===== config.mk =====
export PLATFORM = sky130hd
export DESIGN_NAME = lv_pwm_dt_ins
export DESIGN_NICKNAME = d
export VERILOG_FILES = /design/src/rtl/lv_pwm_dt_ins.sv
export SDC_FILE = /design/constraint.sdc
export NUM_CORES = 1
export LEC_CHECK = 0
export ABC_CLOCK_PERIOD_IN_PS = 14000
export CAP_MARGIN = 20
export CORE_MARGIN = 2
export CORE_UTILIZATION = 66
export DETAILED_ROUTE_END_ITERATION = 8
export DONT_BUFFER_PORTS = 1
export MAX_ROUTING_LAYER = met4
export PLACE_DENSITY = 0.85
export SLEW_MARGIN = 5
export SYNTH_ARGS = -nofsm -noshare
export SYNTH_HDL_FRONTEND = slang
export SYNTH_SLANG_ARGS = --single-unit

===== constraint.sdc =====
create_clock -name i_clk -period 14 [get_ports i_clk]
set_clock_uncertainty 0.2 [all_clocks]
set_input_delay 2.1 -clock i_clk [delete_from_list [all_inputs] [get_ports i_clk]]
set_output_delay 2.1 -clock i_clk [all_outputs]
set_load 0.02 [all_outputs]

===== src/rtl/lv_pwm_dt_ins.sv =====
// -----------------------------------------------------------------------------
// lv_pwm_dt_ins
//   Half-bridge gate driver with dead-time insertion and shoot-through
//   detection. The high/low on requests are registered once. A four-state FSM
//   (OFF, H_ON, L_ON, ERR) then decides which gate may be on. Every entry into
//   OFF restarts a dead-time count. The count length is taken from a
//   nanosecond table scaled by the core clock. While ERR is held, both gates
//   stay off and the shoot-through flag is raised.
//
// Parameters
//   CLK_M      core clock frequency in MHz (scales the dead-time table)
//   ERR_CNT_W  width of the saturating shoot-through event counter
//
// Ports
//   i_clk        core clock, rising edge
//   i_rst        synchronous active-high reset
//   i_pwm_en     drive enable; low forces both gates off
//   i_pwm_h      high-side on request (synchronous to i_clk)
//   i_pwm_l      low-side on request (synchronous to i_clk)
//   i_dt_cfg     dead-time select index, latched on each OFF entry
//   i_err_clr    single-cycle clear of o_err_cnt
//   o_gate_h     high-side gate command
//   o_gate_l     low-side gate command
//   o_lv_pwm_dt  shoot-through flag (level, high while in ERR)
//   o_dt_busy    dead-time count in progress
//   o_err_cnt    saturating count of ERR entries
// -----------------------------------------------------------------------------
module lv_pwm_dt_ins #(
   parameter int CLK_M     = 48,
   parameter int ERR_CNT_W = 8
) (
   input  logic                 i_clk,
   input  logic                 i_rst,
   input  logic                 i_pwm_en,
   input  logic                 i_pwm_h,
   input  logic                 i_pwm_l,
   input  logic [3:0]           i_dt_cfg,
   input  logic                 i_err_clr,
   output logic                 o_gate_h,
   output logic                 o_gate_l,
   output logic                 o_lv_pwm_dt,
   output logic                 o_dt_busy,
   output logic [ERR_CNT_W-1:0] o_err_cnt
);

   // Dead time in nanoseconds for each select index.
   function automatic int dt_ns(input logic [3:0] sel);
      case (sel)
         4'd0:    return 100;
         4'd1:    return 200;
         4'd2:    return 400;
         4'd3:    return 600;
         4'd4:    return 800;
         4'd5:    return 1000;
         4'd6:    return 1200;
         4'd7:    return 1400;
         4'd8:    return 1600;
         4'd9:    return 1800;
         4'd10:   return 2000;
         4'd11:   return 2400;
         4'd12:   return 2800;
         4'd13:   return 3200;
         4'd14:   return 3600;
         default: return 4000;
      endcase
   endfunction

   // Dead time in clock cycles, rounded up so the hold-off is never shorter
   // than the nanosecond target.
   function automatic int dt_cyc(input logic [3:0] sel);
      return (dt_ns(sel) * CLK_M + 999) / 1000;
   endfunction

   localparam int DT_MAX = dt_cyc(4'd15);
   localparam int CNT_W  = $clog2(DT_MAX + 1);

   typedef enum logic [1:0] {
      ST_OFF  = 2'd0,
      ST_H_ON = 2'd1,
      ST_L_ON = 2'd2,
      ST_ERR  = 2'd3
   } state_t;

   state_t               r_state;
   logic [CNT_W-1:0]     r_cnt;
   logic [3:0]           r_dt_sel;
   logic                 r_en;
   logic                 r_ph;
   logic                 r_pl;
   logic [ERR_CNT_W-1:0] r_err_cnt;

   logic [CNT_W-1:0]     w_dt_last;
   logic                 w_shoot;
   logic                 w_err_entry;
   logic                 w_off_entry;

   // Last count value of the selected dead time (count runs 0..DT-1).
   assign w_dt_last   = CNT_W'(dt_cyc(r_dt_sel) - 1);

   assign w_shoot     = r_en & r_ph & r_pl;
   assign w_err_entry = w_shoot & (r_state != ST_ERR);

   // Any transition from a non-OFF state into OFF: restarts the dead time
   // and picks up a fresh dead-time select.
   assign w_off_entry = (r_state != ST_OFF) &
                        (~r_en |
                         (~w_shoot &
                          (((r_state == ST_H_ON) & ~r_ph) |
                           ((r_state == ST_L_ON) & ~r_pl) |
                           ((r_state == ST_ERR)  & ~r_ph & ~r_pl))));

   always_ff @(posedge i_clk) begin
      if (i_rst) begin
         r_state   <= ST_OFF;
         r_cnt     <= '0;
         r_dt_sel  <= i_dt_cfg;
         r_en      <= 1'b0;
         r_ph      <= 1'b0;
         r_pl      <= 1'b0;
         r_err_cnt <= '0;
      end else begin
         r_en <= i_pwm_en;
         r_ph <= i_pwm_h;
         r_pl <= i_pwm_l;

         // Enable low wins over everything, then shoot-through.
         if (!r_en) begin
            r_state <= ST_OFF;
            r_cnt   <= '0;
         end else if (w_shoot) begin
            r_state <= ST_ERR;
         end else begin
            case (r_state)
               ST_OFF: begin
                  if (r_cnt == w_dt_last) begin
                     if (r_ph && !r_pl) begin
                        r_state <= ST_H_ON;
                     end else if (r_pl && !r_ph) begin
                        r_state <= ST_L_ON;
                     end
                  end else begin
                     r_cnt <= r_cnt + CNT_W'(1);
                  end
               end
               ST_H_ON: if (!r_ph) r_state <= ST_OFF;
               ST_L_ON: if (!r_pl) r_state <= ST_OFF;
               ST_ERR:  if (!r_ph && !r_pl) r_state <= ST_OFF;
               default: r_state <= ST_OFF;
            endcase
         end

         if (w_off_entry) begin
            r_cnt    <= '0;
            r_dt_sel <= i_dt_cfg;
         end

         // A clear on the same edge as an ERR entry keeps that one event.
         if (i_err_clr) begin
            r_err_cnt <= w_err_entry ? ERR_CNT_W'(1) : '0;
         end else if (w_err_entry && !(&r_err_cnt)) begin
            r_err_cnt <= r_err_cnt + ERR_CNT_W'(1);
         end
      end
   end

   assign o_gate_h    = (r_state == ST_H_ON);
   assign o_gate_l    = (r_state == ST_L_ON);
   assign o_lv_pwm_dt = (r_state == ST_ERR);
   assign o_dt_busy   = (r_state == ST_OFF) && (r_cnt < w_dt_last);
   assign o_err_cnt   = r_err_cnt;

endmodule

# After elaboration in Yosys (flattened, before gate mapping)
# Memory sizes are Yosys's and may differ from the RTL's. A register that Yosys moved wholly into a read port is not among the register bits.
# Cells that the tools add are included.
# word_totals
output_inout_bits	12
rom_bits	160
word_cells	73
in_bits	10
reg_bits	25
mem_count	1
# classes
order_cmp	1
n_addsub	4
div_mod_pow	1
reduce_logical	17
muxes	14
n_bitwise	17
eq_ne	10
n_mul	1
# memory_table
memory	words	width	rd	rd_ports_with_merged_regs	wr	line	text
(name not given)	16	10	1	1	0	48	case (sel)
# ops
operator	n
adder 32 x 11 -> 32 bit (second input constant)	1
divider 32 x 11 -> 32 bit (second input constant)	1
multiplier 32 x 3 -> 28 bit (second input constant)	1
adder 8 x 1 -> 8 bit (second input constant)	2
2-to-1 mux 8 bit	2
2-to-1 mux 2 bit	7
2-to-1 mux 4 bit	3
bitwise AND 1 bit	9
equality test 8 bit	1
less-than comparator 8 bit	1
one-hot mux 2 bit (4 select lines)	1
AND reduction 8 bit	1
subtractor 8 x 2 -> 8 bit (second input constant)	1
!= test 3 x 2 -> 1 bit (second input constant)	2
nonzero test 2 bit	3
logical AND 1 bit	5
inverter 1 bit	5
AND reduction 5 bit	1
equality test 2 bit (second input constant)	2
!= test 4 bit (second input constant)	1
zero test 1 bit	3
!= test 3 x 1 -> 1 bit (second input constant)	1
!= test 3 bit (second input constant)	1
OR 1 bit	3
7 further kinds	7

# Depth between registers and ports, before layout
# Gate-level depths: netlist of run 1.
# logic_depth
word_depth	10
depth_mapped	52
depth_no_buf	47

# Worst setup path after synthesis of run 1
# No wires, ideal clock.
# synth_path
path_type	register to output
start	register with a tool-made name
end	output o_dt_busy
stages_incl_launch_ff	46
slack_ns	1.143
t_required_ns	11.700
arrival_time_ns	10.557
n_path_buf	2
path_cell_list	dfxtp_1 -> ha_1 -> ha_1 -> inv_1 -> fa_1 -> xnor2_1 -> a21boi_1 -> nand3_1 -> nor3b_1 -> o21bai_1 -> a211o_1 -> o31ai_4 -> nor2_1 -> a311oi_1 -> nor3_2 -> or3_4 -> a32oi_2 -> a31o_1 -> (+10 left out) -> a211oi_4 -> nand2_2 -> inv_1 -> ha_1 -> inv_1 -> xnor2_1 -> nand3_1 -> nor3_1 -> nor4_1 -> o311a_1 -> ha_1 -> ha_1 -> nor2b_1 -> o21ai_0 -> nand2b_1 -> a21oi_1 -> nor2_1 -> nor4bb_1
# synth_lines
element	line	text
end, declared	42	output logic o_dt_busy,

==> run summary, run 1 <==
The run finished with clean final reports. The initial antenna violation count is 0, and the growth of design area from synthesis to finish is 7.50%. The area of the mapped netlist was 5760 um^2. CTS saw 35 sinks.

The tools report the number of design-rule violations left by the first detailed-router iteration as 470. The region available for standard cell placement spans 8590 um^2. TritonCTS built the clock tree. The die covers 9490 um^2. After synthesis the netlist holds a flip-flop and latch count of 35. The tools report the worst max-slew margin expressed relative to the limit as 42.2%. The number of diodes added for antenna fixing is 0. In this run, CTS created clock tree buffers numbering 5.

Counting buffers and inverters, the worst setup path is 45 cells deep. The net count of the finished layout is 805. The final-report hold violation count came out at 0. Setup violations remaining at the end of the flow were counted as 0. The initialized floorplan defines 34 standard-cell rows.

The portion of the post-synthesis area used by sequential elements was 12.9%; the fraction of final layout cells with drive strength greater than 1 was 15.9%. Endpoint class of the critical path: a primary output. The async set-reset flop share out of synthesis works out to 0%. In this design, the critical path's most frequently occurring cell is sky130_fd_sc_hd__ha_1.

The maximum clock insertion buffer count came out at 2. The first global-routing pass estimated 25,800 um of wire. Synthesis instantiated 114 different standard cells from the library.

For the via count of the first global-routing pass, the log shows 5,358. The count of buffers inserted at the top-level ports was 0. In the routed layout, each cell is associated on average with a via count of 6.91.

Dividing the detail-routed wire length by the instance count gives 18.2 um. Setup slack on the critical path of the routed design comes to 0.541 ns. For the routed via count, the log shows 5,928. The final critical path takes up 96.1% of the cycle. Together, buffers and inverters on the worst path number 5. Worst hold-check path type: reg2reg. Setup repair after global routing left no endpoint under its margin. Timing would allow up to 74.3 MHz. Before CTS, the worst setup slack after placement is -0.0622 ns. The placed wire-length estimate is 12,100 um, and the mean instance size in the synthesized netlist is 7.72 um^2. The buffer type at the clock tree root was sky130_fd_sc_hd__clkbuf_8. The critical path class is reg2out.

Clock-pin slew was measured on the worst setup and hold paths at 0.08 ns. The die is 97.4 um tall. After detailed placement, the total cell area comes to 5890 um^2.

The tools report the detailed-route wire length as 15,600 um. In this design, the stage delay of the slowest critical-path cell is 0.52 ns. The number of routed nets with antenna violations is 0. Library cell contributing the largest single delay on the critical path: sky130_fd_sc_hd__a2111o_1.

The clock latency reported for the late side of the worst-skew pair is 0.30 ns. The initial utilization of the core area, before any placement, comes to 67.0%. The worst setup path is launched from a flip-flop. Entering global routing, the biggest net connects 18 pins. The die is 97.4 um wide.

The worst hold path passes through 2 cells. CTS built an H-tree with a depth of 2. The count of flip-flops with a built-in enable after synthesis is 4.

The final period demand of the worst path was 13.46 ns. The commonest register cell after synthesis is sky130_fd_sc_hd__dfxtp_1. During synthesis, Yosys emitted a total of 0 warnings. The total global routing overflow is 0, and the I/O pin count is 22.

The logs give 0 for the final number of max-transition violations and 32.5% for the global-route usage over all layers. For the detailed-routing iteration count for the pre-antenna-repair pass, the log shows 5. Of all nets on the critical path, the largest fanout is 12. Once layout is complete, the utilization of the core stands at 72.0%.

STA puts the critical path data required time at 11.70 ns. For the remaining design rule violation count, the log shows 0. Routability-driven placement finished with a final weighted congestion of 1.07. Final non-filler cell area: 6190 um^2. Measured in cells, the most critical reg-to-reg path has a length of 45. The number of nets in the synthesized netlist is 802.

Across the run, the number of max-cap violations was 0. The transition time at the pin with the least slew margin came out at 0.861 ns. For the data arrival time of the critical path, the log shows 11.16 ns. Counting every instance in the synthesized netlist gives 746. The critical path's top delay family was compound AO/OA/AOI/OAI gates.
[kinds of logic after synthesis]
| group | synth area share (%) |
|---|---|
| AOI/OAI and AO/OA | 34.0 |
| xor gates and xnor gates | 8.21 |
| adders and majority gates | 10.1 |
| buffers and inverters | 3.93 |
| DFF | 12.9 |
| muxes | 3.02 |
| and+or+nand+nor | 27.8 |
[final cells by class]
cell class                 count  area (um^2)
timing repair buffer          19          143
multi-input combinational    660         4950
inverter                      28          105
clock buffer                   6         93.8
clock inverter                 2         13.8
fill                         671         2400
sequential                    35          746
tap                          108          135
[cells in the final DEF, fill, tap and decap left out, drive strengths merged, types with 23 or more instances in the layout]
cell type	instances
nand3	25
nand2	62
xnor2	31
nor3	23
a21oi	53
ha	45
dfxtp	31
o21ai	38
inv	28
nor2	71
[worst paths after layout]
check | slack, ns | endpoint | start
hold reg to reg | 0.32 | r_cnt[7] | r_cnt[7]
setup reg to reg | 2.58 | r_cnt[7] | flip-flop
setup / recovery | 0.54 | o_dt_busy | flip-flop
hold / removal | 0.32 | r_cnt[7] | r_cnt[7]
[worst min-delay path, delay by kind of cell, from the launching register on]
family | cells | cell delay (ns)
flops | 1 | 0.33
compound gates | 2 | 0.14
[per-stage QoR]
step	hold WS [ns]	std cells	TNS, ns
after global placement	0.279	846	0
after global routing	0.353	858	0
final	0.322	858	0
after floorplan	0.262	746	0
after CTS	0.324	854	0
after detailed placement	0.311	846	-0.0622
[what timing repair did]
| action | 4_1_cts | 5_1_grt |
|---|---|---|
| hold buffers | 0 | 0 |
| setup endpoints to repair | 1 | 1 |
| pin swaps | 0 | 3 |
| cloned | 0 | 0 |
| setup buffers | 0 | 3 |
| resized for setup | 5 | 28 |
[cells in the mapped netlist, types with 15 or more instances]
cell type / number / share of area [%]
sky130_fd_sc_hd__xnor2_1: 28 / 4.3
sky130_fd_sc_hd__nor2_1: 69 / 4.5
sky130_fd_sc_hd__xor2_1: 16 / 2.4
sky130_fd_sc_hd__nor3_1: 17 / 1.5
sky130_fd_sc_hd__nand3_1: 24 / 2.1
sky130_fd_sc_hd__o21ai_0: 30 / 2.6
sky130_fd_sc_hd__inv_1: 28 / 1.8
sky130_fd_sc_hd__nand4_1: 15 / 1.6
sky130_fd_sc_hd__o211ai_1: 18 / 2.3
sky130_fd_sc_hd__nand2_1: 60 / 3.9
sky130_fd_sc_hd__ha_1: 45 / 9.8
sky130_fd_sc_hd__dfxtp_1: 31 / 11
sky130_fd_sc_hd__a21oi_1: 53 / 4.6
[metal layers]
| metal | track usage, % | share of wire (%) | up-vias |
|---|---|---|---|
| li1 | - | - | 2870 |
| met1 | 44.4 | 46 | 2794 |
| met2 | 51.8 | 47 | 226 |
| met3 | 3.67 | 5.4 | 38 |
| met4 | 8.44 | 2.1 | 0 |
| met5 | - | 0 | - |
Power of run 1 is not shown: default switching activity piles up to over one toggle a cycle in this logic, so the estimate is an artifact.
==> run 2: changes to the inputs <==
--- a/config.mk
+++ b/config.mk
@@ -7,13 +7,13 @@
 export LEC_CHECK = 0
 export ABC_CLOCK_PERIOD_IN_PS = 14000
 export CAP_MARGIN = 20
-export CORE_MARGIN = 2
+export CORE_MARGIN = 5
 export CORE_UTILIZATION = 66
 export DETAILED_ROUTE_END_ITERATION = 8
 export DONT_BUFFER_PORTS = 1
+export GPL_TIMING_DRIVEN = 1
 export MAX_ROUTING_LAYER = met4
 export PLACE_DENSITY = 0.85
-export SLEW_MARGIN = 5
 export SYNTH_ARGS = -nofsm -noshare
 export SYNTH_HDL_FRONTEND = slang
 export SYNTH_SLANG_ARGS = --single-unit
==> run summary, run 2 (synthesis gave the netlist of run 1 again) <==
The worst setup path is launched from a flip-flop. The global-route usage over all layers was 30.8%; the number of routed nets with antenna violations was 0. The final-report setup violation count was 0.

After the flow finishes, the layout carries non-filler instances totaling 867. After detailed routing, the average wire length per cell comes to 18.6 um. At the pin with the least slew margin, the transition time is 0.942 ns. Of the cells placed in the final design, the portion with a size suffix greater than 1 is 17.7%. The worst register-to-register path has a depth of 44. The worst hold path terminates at r_cnt[7]. The tools report the worst flop-to-flop path endpoint as r_cnt[7]. In the routed design, unresolved DRC markers number 0. The run gives 2 as the maximum clock insertion buffer count. The final period demand of the worst path was 13.45 ns; the number of design-rule violations left by the first detailed-router iteration was 448. The worst hold path begins at r_cnt[7]. At the end of the flow, the number of nets in the layout was 814. The cell depth of the worst min-delay path is 2. Headroom to the max-slew limit came out at 36.8%.

The worst hold path belongs to the class reg2reg. The final number of max-transition violations was 0. For the via count of the first global-routing pass, the log shows 5,589. STA classifies the critical path endpoint as a primary output.

For this run, the top clock speed supported by timing is 74.4 MHz. The growth of design area from synthesis to finish works out to 9.47%. The logs give 8590 um^2 for the floorplan core area and 2 for the count of H-tree levels built during CTS. For this design, the sink count on the clock tree is 35.

The critical path class was reg2out. The number of diodes added for antenna fixing was 0. Once placement finished, the instance area stood at 5880 um^2. The largest single stage delay on the critical path is 0.56 ns.

The clock edge transition at the registers on the reported setup and hold paths is 0.07 ns. Count of buffers inserted at the top-level ports: 0. The tools report the detailed-routing iteration count for the pre-antenna-repair pass as 5. The run finished with clean final reports. The biggest fanout along the worst timing path was 10.

The run gives 11.70 ns as the data required time of the critical path. The tool flagged a number of max-cap violations equal to 0. The floorplan has 34 rows. The die is 103 um tall. For the placer's final routability congestion estimate, the log shows 1.05. The tools report the placed wire-length estimate as 12,500 um. Entering global routing, the biggest net connects 18 pins. At the worst endpoint, the arrival time is 11.15 ns. Summing all non-filler instances in the final layout gives an area of 6300 um^2. For the routed via count, the log shows 6,113. The I/O pin count was 22.

Library cell appearing most often on the critical path: sky130_fd_sc_hd__ha_1. Broken down by cell family, the worst path's largest delay share belongs to compound AO/OA/AOI/OAI gates. After detailed routing, the total wire length is 16,100 um. The period utilization is 96.0%.

The sum of buffers and inverters on the critical path works out to 5. In the layout the commonest cells are sky130_fd_sc_hd__nor2_1, sky130_fd_sc_hd__nand2_1, sky130_fd_sc_hd__a21oi_1. The run gives 5 as the total clock buffers created by CTS. Clock latency on the worst-skew pair, taken at its later pin, is 0.29 ns. Setup slack on the worst reg-to-reg path comes out at 2.66 ns.

TritonCTS built the clock tree. The total die area was 10,700 um^2. The library cell contributing the largest single delay on the critical path was sky130_fd_sc_hd__a2111oi_0. The initial antenna violation count is 0, and the number of buffers inserted by hold repair at cts is 0.

Leaving out fill and tap cells, the most frequent cell in the layout is sky130_fd_sc_hd__nor2_1. The final-report hold violation count was 0. The root buffer cell chosen for the clock tree is sky130_fd_sc_hd__clkbuf_8. Once the floorplan was initialized, standard cells occupied 67.0% of the core.

After global routing the overflow that remains totals 0. Using the TritonRoute via totals, the vias-per-cell ratio works out to 7.05. Counting tap cells, the placed design contains a total of 845 instances. The first global-routing pass estimated 26,500 um of wire.

For this run, the share of the core covered by cells in the final layout is 73.4%. Measured along the x axis, the die boundary spans 103 um.
[run 2: worst reg2reg max path, delay by kind of cell, from the launching register on]
family	cells	cell delay, ns
AO/OA/AOI/OAI	15	4.09
AND/OR/NAND/NOR	14	3.41
flip-flops	1	0.32
XOR/XNOR	4	0.79
buffers and inverters	4	0.49
adder cells (fa/ha/maj)	6	1.61
multiplexers	1	0.35
[run 2: how the worst max path moves through the flow]
stage,end,depth (start not counted)
3_5_place_dp,o_dt_busy,44
6_report,o_dt_busy,44
4_1_cts,o_dt_busy,45
2_1_floorplan,o_dt_busy,45
3_3_place_gp,o_dt_busy,44
5_1_grt,o_dt_busy,44
[run 2: layout make-up]
class,count,area (um^2)
timing repair buffer,28,210
multi-input combinational,660,4990
clock inverter,2,38.8
tap,108,135
fill,641,2290
clock buffer,6,82.6
inverter,28,105
sequential,35,746
[run 2: repair_timing]
| item | CTS | global route |
|---|---|---|
| resized for setup | 7 | 34 |
| pin swaps | 0 | 9 |
| setup buffers | 0 | 13 |
| setup endpoints to repair | 1 | 1 |
[run 2: metrics by stage]
stage / setup WS, ns / setup TNS [ns] / hold slack, ns
finish: 0.555 / 0 / 0.308
global route: -0.0522 / -0.0522 / 0.346
CTS: 0.0220 / 0 / 0.307
detailed placement: -0.160 / -0.160 / 0.296
global placement: 0.485 / 0 / 0.278
floorplan: 1.14 / 0 / 0.262
[run 2: metal layers]
| layer | track usage [%] | vias up | wire length [um] |
|---|---|---|---|
| met5 | - | - | 0 |
| met4 | 8.57 | 0 | 409 |
| met3 | 3.35 | 50 | 1070 |
| met2 | 50.5 | 310 | 7770 |
| met1 | 40.2 | 2858 | 6890 |
| li1 | - | 2895 | - |
Power of run 2 is left out for the same reason.
==> run 3: changes to the inputs <==
--- a/config.mk
+++ b/config.mk
@@ -5,13 +5,14 @@
 export SDC_FILE = /design/constraint.sdc
 export NUM_CORES = 1
 export LEC_CHECK = 0
+export ABC_AREA = 1
 export ABC_CLOCK_PERIOD_IN_PS = 14000
-export CAP_MARGIN = 20
 export CORE_MARGIN = 5
 export CORE_UTILIZATION = 66
 export DETAILED_ROUTE_END_ITERATION = 8
 export DONT_BUFFER_PORTS = 1
 export GPL_TIMING_DRIVEN = 1
+export HOLD_SLACK_MARGIN = 0.15
 export MAX_ROUTING_LAYER = met4
 export PLACE_DENSITY = 0.85
 export SYNTH_ARGS = -nofsm -noshare
==> run summary, run 3 <==
0 antenna diodes ended up in the layout. Summed over all instances, the cell type with the most area after synthesis is sky130_fd_sc_hd__nand2_1. The floorplan step set the die width to 101 um. The tools report the instance area after placement as 5580 um^2. Sorting the synthesized cells by how often they occur yields sky130_fd_sc_hd__nand2_1, sky130_fd_sc_hd__inv_1, sky130_fd_sc_hd__nand3_1, sky130_fd_sc_hd__nor2_1, sky130_fd_sc_hd__ha_1.

The final number of max-transition violations was 0. Clock tree synthesis inserted a total of 5 buffers. The startpoint identified for the worst hold timing path is r_cnt[7]. The total area of sequential cells was 742 um^2; the fraction of final layout cells with drive strength greater than 1 was 13.7%. For the worst-skew pair, the clock arrives at the later sink with an insertion delay of 0.29 ns. Of the post-synthesis cell area, the dominant cell type holds 18.1%. In this design, the stage delay of the slowest critical-path cell is 0.58 ns.

The run gives 1,019 as the number of placed cells counting well taps. Along the worst path, the maximum fanout reaches 13. Along the worst hold path, the cell count comes to 2.

For the final-report hold violation count, the log shows 0. Of all flip-flops after synthesis, the portion carrying an async set or reset was 0%. The run finished with clean final reports. Global routing consumed, over all layers together, 25.5% of the routing resources.

Summing all multi-input logic gate instances after layout gives 4160 um^2. Buffers placed on the I/O ports in this run total 0. Ranked by total cell area, the synthesized netlist is headed by sky130_fd_sc_hd__nand2_1, sky130_fd_sc_hd__dfxtp_1, sky130_fd_sc_hd__ha_1, sky130_fd_sc_hd__inv_1, sky130_fd_sc_hd__nand3_1. The tools report the end point of the worst hold path as r_cnt[7]. The most numerous cell type found on the critical path is sky130_fd_sc_hd__nand2_1.

The placed wire-length estimate is 10,200 um, and the I/O pin count is 22. The ratio of routed vias to standard cells was 5.53; the final period demand of the worst path was 12.81 ns. For the initial antenna violation count, the log shows 0. The tools report the setup slack on the worst flop-to-flop path as 2.70 ns. The endpoint class of the critical path was a primary output.

Max-cap violations in this run came to 0. The initial core utilization was 67.3%; the flop and latch count out of synthesis was 35. Sequential elements use 13.5% of the synthesized area.

Number of rows in the core area: 33. The via count of the first global-routing pass is 5,200. For the post-placement setup slack, the log shows 1.04 ns. The run gives 2 as the count of H-tree levels built during CTS. The worst hold-check path type was reg2reg. Counting distinct cell types in the post-synthesis netlist gives 52. The total die area is 10,300 um^2, and the non-filler instance count after layout is 1,027. Achievable frequency: 78.0 MHz. The most common cell in the synthesized netlist is sky130_fd_sc_hd__nand2_1. For this run, design rule violations remaining after detail routing come to 0. Data required time of the critical path: 11.70 ns. Routability-driven placement finished with a final weighted congestion of 1.04.

The total overflow left after global routing is 0. The tools report the final-report setup violation count as 0. The first detailed-routing pass ran for 5 iterations. The mean instance size in the synthesized netlist is 5.97 um^2, and the largest net degree at the start of global routing is 14. Leaving out fill and tap cells, the most frequent cell in the layout is sky130_fd_sc_hd__nand2_1. In the final routed layout, each cell accounts on average for 12.3 um. The post-synth net total is 977. TritonCTS built the clock tree.

The first global-routing pass estimated 21,700 um of wire. In this run, synthesis inferred 4 flip-flops with an integrated enable. Area of the mapped netlist: 5500 um^2. In this run the remaining antenna-violating nets after routing total 0.

Final non-filler cell area: 5720 um^2. For this design, the slowest cell found on the critical path is sky130_fd_sc_hd__fa_1. The growth of design area from synthesis to finish works out to 3.98%. The tools report the final worst slack as 1.19 ns.

The tree is rooted in a sky130_fd_sc_hd__clkbuf_8. The routed layout has 5,684 vias. The number of nets in the layout is 977. The final critical path takes up 91.5% of the cycle. The clock edge transition at the registers on the reported setup and hold paths is 0.07 ns, and the number of sinks on the clock net is 35. Summed over all layers, the routed wires come to 12,700 um. Data on the critical path arrives at its endpoint at 10.51 ns.

The transition time at the pin with the least slew margin is 1.05 ns. The worst max-slew margin expressed relative to the limit was 29.1%. The clock passes through at most 2 buffers. The floorplan die height works out to 101 um. The critical path is of the reg2out type.

The library cells used most frequently in the layout, excluding fill and tap cells, are sky130_fd_sc_hd__nand2_1, sky130_fd_sc_hd__inv_1, sky130_fd_sc_hd__nand3_1. For the floorplan core area, the log shows 8180 um^2. For this run, the number of Yosys warnings is 0. The number of cell instances on the worst register-to-register path was 70.

The run gives 921 as the synthesized netlist cell count. The launching element type of the critical path is a flip-flop. Count of filler cells inserted in the layout: 682. The worst register-to-register path ends at r_cnt[7]. Adding up every negative setup slack in the final design gives 0 ns. Setup repair after global routing left no endpoint under its margin. The number of buffers inserted by hold repair at cts came out at 0. The most used flip-flop cell after synthesis is sky130_fd_sc_hd__dfxtp_1. For the number of design-rule violations left by the first detailed-router iteration, the log shows 312.
==> run 3: worst max path at each step <==
stage                    from        end  slack (ns)  cells past startpoint
floorplan           flip-flop  o_dt_busy        3.13                     67
global placement    flip-flop  o_dt_busy        1.48                     67
detailed placement  flip-flop  o_dt_busy        1.04                     64
CTS                 flip-flop  o_dt_busy        0.70                     66
global route        flip-flop  o_dt_busy        0.17                     66
finish              flip-flop  o_dt_busy        1.19                     65
==> run 3: layout make-up <==
class | count | share of cell area, %
multi-input cells | 730 | 72.7
clock buffers | 7 | 1.71
clock inverters | 1 | 0.525
flip-flops and latches | 35 | 13.0
well taps | 105 | 2.30
inverters | 149 | 9.78
==> run 3: critical path, delay by kind of cell, from the launching register on <==
kind / cells / cell delay, ns
and+or+nand+nor: 49 / 6.34
AOI/OAI and AO/OA: 3 / 0.82
buffers and inverters: 6 / 0.53
adders and majority gates: 6 / 1.81
DFF: 1 / 0.49
xor gates and xnor gates: 1 / 0.19
==> run 3: layer usage <==
layer	global-route usage [%]	up-vias	part of all wire (%)
li1	-	2956	-
met1	32.5	2533	46
met2	42.3	169	47
met3	3.10	26	5.2
met4	7.36	0	1.6
met5	-	-	0
==> run 3: per-stage QoR <==
step	util, %	hold WS [ns]
6_report	70.0	0.292
5_1_grt	70.0	0.335
4_1_cts	69.8	0.287
3_5_place_dp	68.2	0.265
3_3_place_gp	68.2	0.263
2_1_floorplan	-	0.243
==> run 3: repair_timing <==
item	4_1_cts	5_1_grt
setup endpoints to repair	0	1
resized for setup	0	3
setup buffers	0	0
==> run 3: logic make-up (layout without fill, tap and decap cells) <==
| family | after synthesis | after routing | synth area share [%] |
|---|---|---|---|
| AOI/OAI and AO/OA | 84 | 84 | 9.83 |
| adders and majority gates | 46 | 46 | 10.6 |
| buffers and inverters | 156 | 157 | 11.2 |
| and+or+nand+nor | 575 | 575 | 50.8 |
| xor gates and xnor gates | 25 | 25 | 4.12 |
| DFF | 35 | 35 | 13.5 |
Power of run 3 is left out for the same reason.
